--- config.mk ---
export PLATFORM = sky130hd
export DESIGN_NAME = mips_mc_control
export DESIGN_NICKNAME = d
export VERILOG_FILES = /design/src/rtl/mips_mc_control.sv
export SDC_FILE = /design/constraint.sdc
export NUM_CORES = 1
export LEC_CHECK = 0
export ABC_AREA = 1
export BUFFER_PORTS_ARGS = -buffer_cell sky130_fd_sc_hd__buf_2
export CAP_MARGIN = 20
export CORE_ASPECT_RATIO = 0.8
export CORE_MARGIN = 4
export CORE_UTILIZATION = 30
export DETAILED_ROUTE_END_ITERATION = 10
export SYNTH_ARGS = -nofsm -noshare
export SYNTH_HDL_FRONTEND = slang
export SYNTH_SLANG_ARGS = --single-unit
--- constraint.sdc ---
create_clock -name clk -period 2.9 [get_ports clk]
set_input_delay 0 -clock clk [delete_from_list [all_inputs] [get_ports clk]]
set_output_delay 0 -clock clk [all_outputs]
set_load 0.05 [all_outputs]
--- src/rtl/mips_mc_control.sv ---
// Multicycle MIPS main controller (Moore FSM); MC_BNE_EN adds the bne execute state.
// Latency: lw 5, sw 4, R-type 4, addi 4, beq 3, j 3 cycles per instruction.
// No backpressure: advances every clk; HALT (ILLEGAL_TRAP=1) is left only through reset_n.
module mips_mc_control #(
    parameter int ILLEGAL_TRAP = 0
) (
    input  logic       clk,
    input  logic       reset_n,
    input  logic [5:0] opcode,
    input  logic [5:0] funct,
    input  logic       zero,
    output logic       pcen,
    output logic       iord,
    output logic       memwrite,
    output logic       irwrite,
    output logic       regdst,
    output logic       memtoreg,
    output logic       regwrite,
    output logic       alusrca,
    output logic [1:0] alusrcb,
    output logic [1:0] pcsrc,
    output logic [2:0] alucontrol,
    output logic       halted,
    output logic [3:0] state
);

    typedef enum logic [3:0] {
        FETCH   = 4'd0,
        DECODE  = 4'd1,
        MEMADR  = 4'd2,
        MEMRD   = 4'd3,
        MEMWB   = 4'd4,
        MEMWR   = 4'd5,
        RTYPEEX = 4'd6,
        RTYPEWB = 4'd7,
        BEQEX   = 4'd8,
        ADDIEX  = 4'd9,
        ADDIWB  = 4'd10,
        JEX     = 4'd11,
        BNEEX   = 4'd12,
        HALT    = 4'd15
    } state_t;

    typedef struct packed {
        logic       pcwrite;
        logic       branch;
        logic       bne;
        logic       rtype;
        logic       iord;
        logic       memwrite;
        logic       irwrite;
        logic       regdst;
        logic       memtoreg;
        logic       regwrite;
        logic       alusrca;
        logic [1:0] alusrcb;
        logic [1:0] pcsrc;
        logic [2:0] aluop;
        logic       halted;
    } ctrl_t;

    state_t cur;
    state_t nxt;
    ctrl_t  ctrl;

    function automatic logic funct_ok(input logic [5:0] f);
        return (f == 6'b100000) || (f == 6'b100010) || (f == 6'b100100) ||
               (f == 6'b100101) || (f == 6'b101010);
    endfunction

    function automatic logic [2:0] funct_alu(input logic [5:0] f);
        logic [2:0] a;
        a = 3'b010;
        case (f)
            6'b100010: a = 3'b110;
            6'b100100: a = 3'b000;
            6'b100101: a = 3'b001;
            6'b101010: a = 3'b111;
            default:   a = 3'b010;
        endcase
        return a;
    endfunction

    // Control word for a state; registered alongside the state so outputs come straight from flops.
    function automatic ctrl_t decode(input state_t s);
        ctrl_t c;
        c = '0;
        case (s)
            FETCH: begin
                c.irwrite = 1'b1;
                c.alusrcb = 2'b01;
                c.aluop   = 3'b010;
                c.pcwrite = 1'b1;
            end
            DECODE: begin
                c.alusrcb = 2'b11;
                c.aluop   = 3'b010;
            end
            MEMADR: begin
                c.alusrca = 1'b1;
                c.alusrcb = 2'b10;
                c.aluop   = 3'b010;
            end
            MEMRD:   c.iord = 1'b1;
            MEMWB: begin
                c.memtoreg = 1'b1;
                c.regwrite = 1'b1;
            end
            MEMWR: begin
                c.iord     = 1'b1;
                c.memwrite = 1'b1;
            end
            RTYPEEX: begin
                c.alusrca = 1'b1;
                c.rtype   = 1'b1;
            end
            RTYPEWB: begin
                c.regdst   = 1'b1;
                c.regwrite = 1'b1;
            end
            BEQEX: begin
                c.alusrca = 1'b1;
                c.aluop   = 3'b110;
                c.pcsrc   = 2'b01;
                c.branch  = 1'b1;
            end
`ifdef MC_BNE_EN
            BNEEX: begin
                c.alusrca = 1'b1;
                c.aluop   = 3'b110;
                c.pcsrc   = 2'b01;
                c.bne     = 1'b1;
            end
`endif
            ADDIEX: begin
                c.alusrca = 1'b1;
                c.alusrcb = 2'b10;
                c.aluop   = 3'b010;
            end
            ADDIWB:  c.regwrite = 1'b1;
            JEX: begin
                c.pcsrc   = 2'b10;
                c.pcwrite = 1'b1;
            end
            HALT:    c.halted = 1'b1;
            default: c = '0;
        endcase
        return c;
    endfunction

    always_comb begin
        nxt = FETCH;
        case (cur)
            FETCH:  nxt = DECODE;
            DECODE: begin
                case (opcode)
                    6'b100011, 6'b101011: nxt = MEMADR;
                    6'b000000: nxt = funct_ok(funct) ? RTYPEEX
                                   : ((ILLEGAL_TRAP != 0) ? HALT : FETCH);
                    6'b000100: nxt = BEQEX;
                    6'b001000: nxt = ADDIEX;
                    6'b000010: nxt = JEX;
`ifdef MC_BNE_EN
                    6'b000101: nxt = BNEEX;
`endif
                    default:   nxt = (ILLEGAL_TRAP != 0) ? HALT : FETCH;
                endcase
            end
            MEMADR:  nxt = (opcode == 6'b101011) ? MEMWR : MEMRD;
            MEMRD:   nxt = MEMWB;
            RTYPEEX: nxt = RTYPEWB;
            ADDIEX:  nxt = ADDIWB;
            HALT:    nxt = HALT;
            default: nxt = FETCH;
        endcase
    end

    always_ff @(posedge clk or negedge reset_n) begin
        if (!reset_n) begin
            cur  <= FETCH;
            ctrl <= decode(FETCH);
        end else begin
            cur  <= nxt;
            ctrl <= decode(nxt);
        end
    end

    // Write enables are gated by reset_n so nothing fires while reset is asserted.
    assign pcen       = reset_n & (ctrl.pcwrite | (ctrl.branch & zero) | (ctrl.bne & ~zero));
    assign irwrite    = reset_n & ctrl.irwrite;
    assign memwrite   = reset_n & ctrl.memwrite;
    assign regwrite   = reset_n & ctrl.regwrite;
    assign iord       = ctrl.iord;
    assign regdst     = ctrl.regdst;
    assign memtoreg   = ctrl.memtoreg;
    assign alusrca    = ctrl.alusrca;
    assign alusrcb    = ctrl.alusrcb;
    assign pcsrc      = ctrl.pcsrc;
    assign alucontrol = ctrl.rtype ? funct_alu(funct) : ctrl.aluop;
    assign halted     = ctrl.halted;
    assign state      = cur;

endmodule
==> flow_summary.yaml <==
clock_tree:
  cts_buffer_depth: 2
  clock_sinks: 20
  cts_inserted_buffers: 3
  cts_tree: "built"
  cts_root_buffer: "clkbuf_8"
  clk_latency_ns: 0.26
  cts_setup_buffers: 0
  cts_hold_buf: 1
  post_cts_resized: 0
  path_clk_slew_ns: 0.08
  htreeDepth: 1
sta:
  hold_viol_final: 0
  max_freq_mhz: 628
  whs_ns: 0.0975
  worst_pin_slew_ns: 0.494
  fin_skew_ns: 0.00412
  period_needed_ns: 1.59
  finalSetupTns_ns: 0
  slew_viol_final: 0
  finalSetupViolCount: 0
  rsz0062_at_grt: "no"
  finalCritPeriodShare: 0.549
  relSlewSlack: 0.671
grt:
  grt_overflow: 0
  grt_max_degree: 25
  grt_pass1_vias: 974
  grt_pass1_wl_um: 4310
  grt_use_total: 0.107
  antenna_found_initial: 0
layout:
  finalNetCount: 209
  drive_above_1_share: 0.363
  antenna_cells: 0
  final_cell_mix: "buf_2, nand2_1, nor2_1"
  mostFrequentLayoutCell: "buf_2"
  area_delta_synth_final_pct: 22.9
pwr:
  cellLeakagePower_uw: 0.000884
  power_uw: 530
  power_density_nw_per_um2: 360
  vdd_drop_max_v: 0.000139
synthesis:
  postSynthAreaPerCell_um2: 7.58
  ys_warn_count: 0
  synthCells: 158
  syn_area_um2: 1200
  synthesis.nets: 173
  ys_seq_area_frac: 0.422
  ys_ff_latch: 20
  ys_types: 19
route:
  drc: 0
  firstDrtPassIters: 4
  vias: 1022
  dr.first_iter.drc_count: 24
  avgRoutedWirePerCell_um: 9.97
  viasPerCell: 4.12
  postRouteAntennaNets: 0
  drt_wl_total_um: 2470
worst_setup_path:
  startpoint_type: "flop"
  worstPathCellList: "nor2_4 -> inv_4 -> nor2_4 -> nand3_1 -> nand2_1 -> nor2_4 -> nand2_2 -> nor2_1 -> nand2_1 -> inv_2 -> nor2_2 -> nand2_1"
  path_class: "reg -> reg"
  cpPeakStageDelay_ns: 0.44
  crit_required_ns: 3.05
  cp_slowest_cell: "dfrtp_1"
  crit_buf_inv: 2
  cp_top_family: "simple AND/OR/NAND/NOR gates"
  cp-end-kind: "flop"
  worst-path-max-fanout: 4
  cp.arrival_ns: 1.74
die:
  rows: 20
  fp.dieH_um: 64.5
  core-area_um2: 3830
  die_width_um: 78.6
  dieArea_um2: 5070
  ios: 35
  start_util: 0.313
hold_path:
  hold_class: "in -> reg"
flow_run:
  drv_cap: 0
place:
  hpwlAfterDp_um: 2020
  gp_congestion: 0.879
  port_buffers: 34
outcome:
  status: "complete, no violations"
[metrics by stage]
stage          instances   util  worst slack (ns)  area, um2
3_3_place_gp         243  0.367              1.34       1410
5_1_grt              248  0.384              1.15       1470
4_1_cts              248  0.384              1.29       1470
6_report             248  0.384              1.31       1470
2_1_floorplan        158      -              1.19       1200
3_5_place_dp         243  0.367              1.30       1410
[synth_stat cells (all sizes together)]
cell,instances,area [um2]
dfstp,4,105
nor2,39,230
a21oi,2,10.0
dfrtp,16,400
nand2,35,139
inv,35,134
a21o,1,7.51
nand4,5,50.1
a31oi,1,6.26
nand3,16,85.1
buf,4,30.0
[sequential cells by signal, indices dropped and copies added, names as in the netlist]
| signal | cells |
|---|---|
| alusrca | 1 |
| alusrcb | 2 |
| ctrl | 7 |
| halted | 1 |
| iord | 1 |
| memtoreg | 1 |
| pcsrc | 2 |
| regdst | 1 |
| state | 4 |
[final timing paths]
path                                         to  slack [ns]  depth (start not counted)          startpoint
hold / removal               ctrl[13]$_DFF_PN0_         0.1                          4           opcode[4]
min in group asynchronous    ctrl[15]$_DFF_PN0_        0.24                          2             reset_n
setup / recovery           alusrcb[1]$_DFF_PN0_        1.31                         12  state[3]$_DFF_PN0_
hold reg to reg               ctrl[9]$_DFF_PN0_        0.66                          3  state[1]$_DFF_PN0_
setup reg to reg           alusrcb[1]$_DFF_PN0_        1.31                         12  state[3]$_DFF_PN0_
max in group asynchronous    ctrl[18]$_DFF_PN1_        2.31                          2             reset_n
[tightest hold or removal path: cells and delay by family]
family,cells,cell delay (ns)
buf+inv,2,0.14
simple gates,2,0.17
[area by class of cell]
type / count / area (um2)
clock buffers: 4 / 55.1
inverters: 35 / 134
fillers: 405 / 2360
multi-input cells: 99 / 528
flip-flops and latches: 20 / 505
well taps: 55 / 68.8
repair buffers: 35 / 180
[logic make-up (layout without fill, tap and decap cells)]
| group | Yosys count | count (layout) | share of synthesized area |
|---|---|---|---|
| compound gates | 4 | 4 | 0.0199 |
| buf+inv | 39 | 74 | 0.137 |
| flops | 20 | 20 | 0.422 |
| simple gates | 95 | 95 | 0.421 |
[per-layer routing]
| layer | share of wire | GRT usage |
|---|---|---|
| met5 | 0 | 0 |
| met4 | 0 | 0.0131 |
| met3 | 0.093 | 0.0417 |
| met2 | 0.39 | 0.156 |
| met1 | 0.52 | 0.153 |
[report_power, final]
part           switching [uW]  internal [uW]  total, uW
Clock                    92.7            121        213
Combinational            24.1           13.2       37.3
Sequential                  0            279        279
Total                     117            413        530
Note: power is estimated with default switching activity, not from simulation.
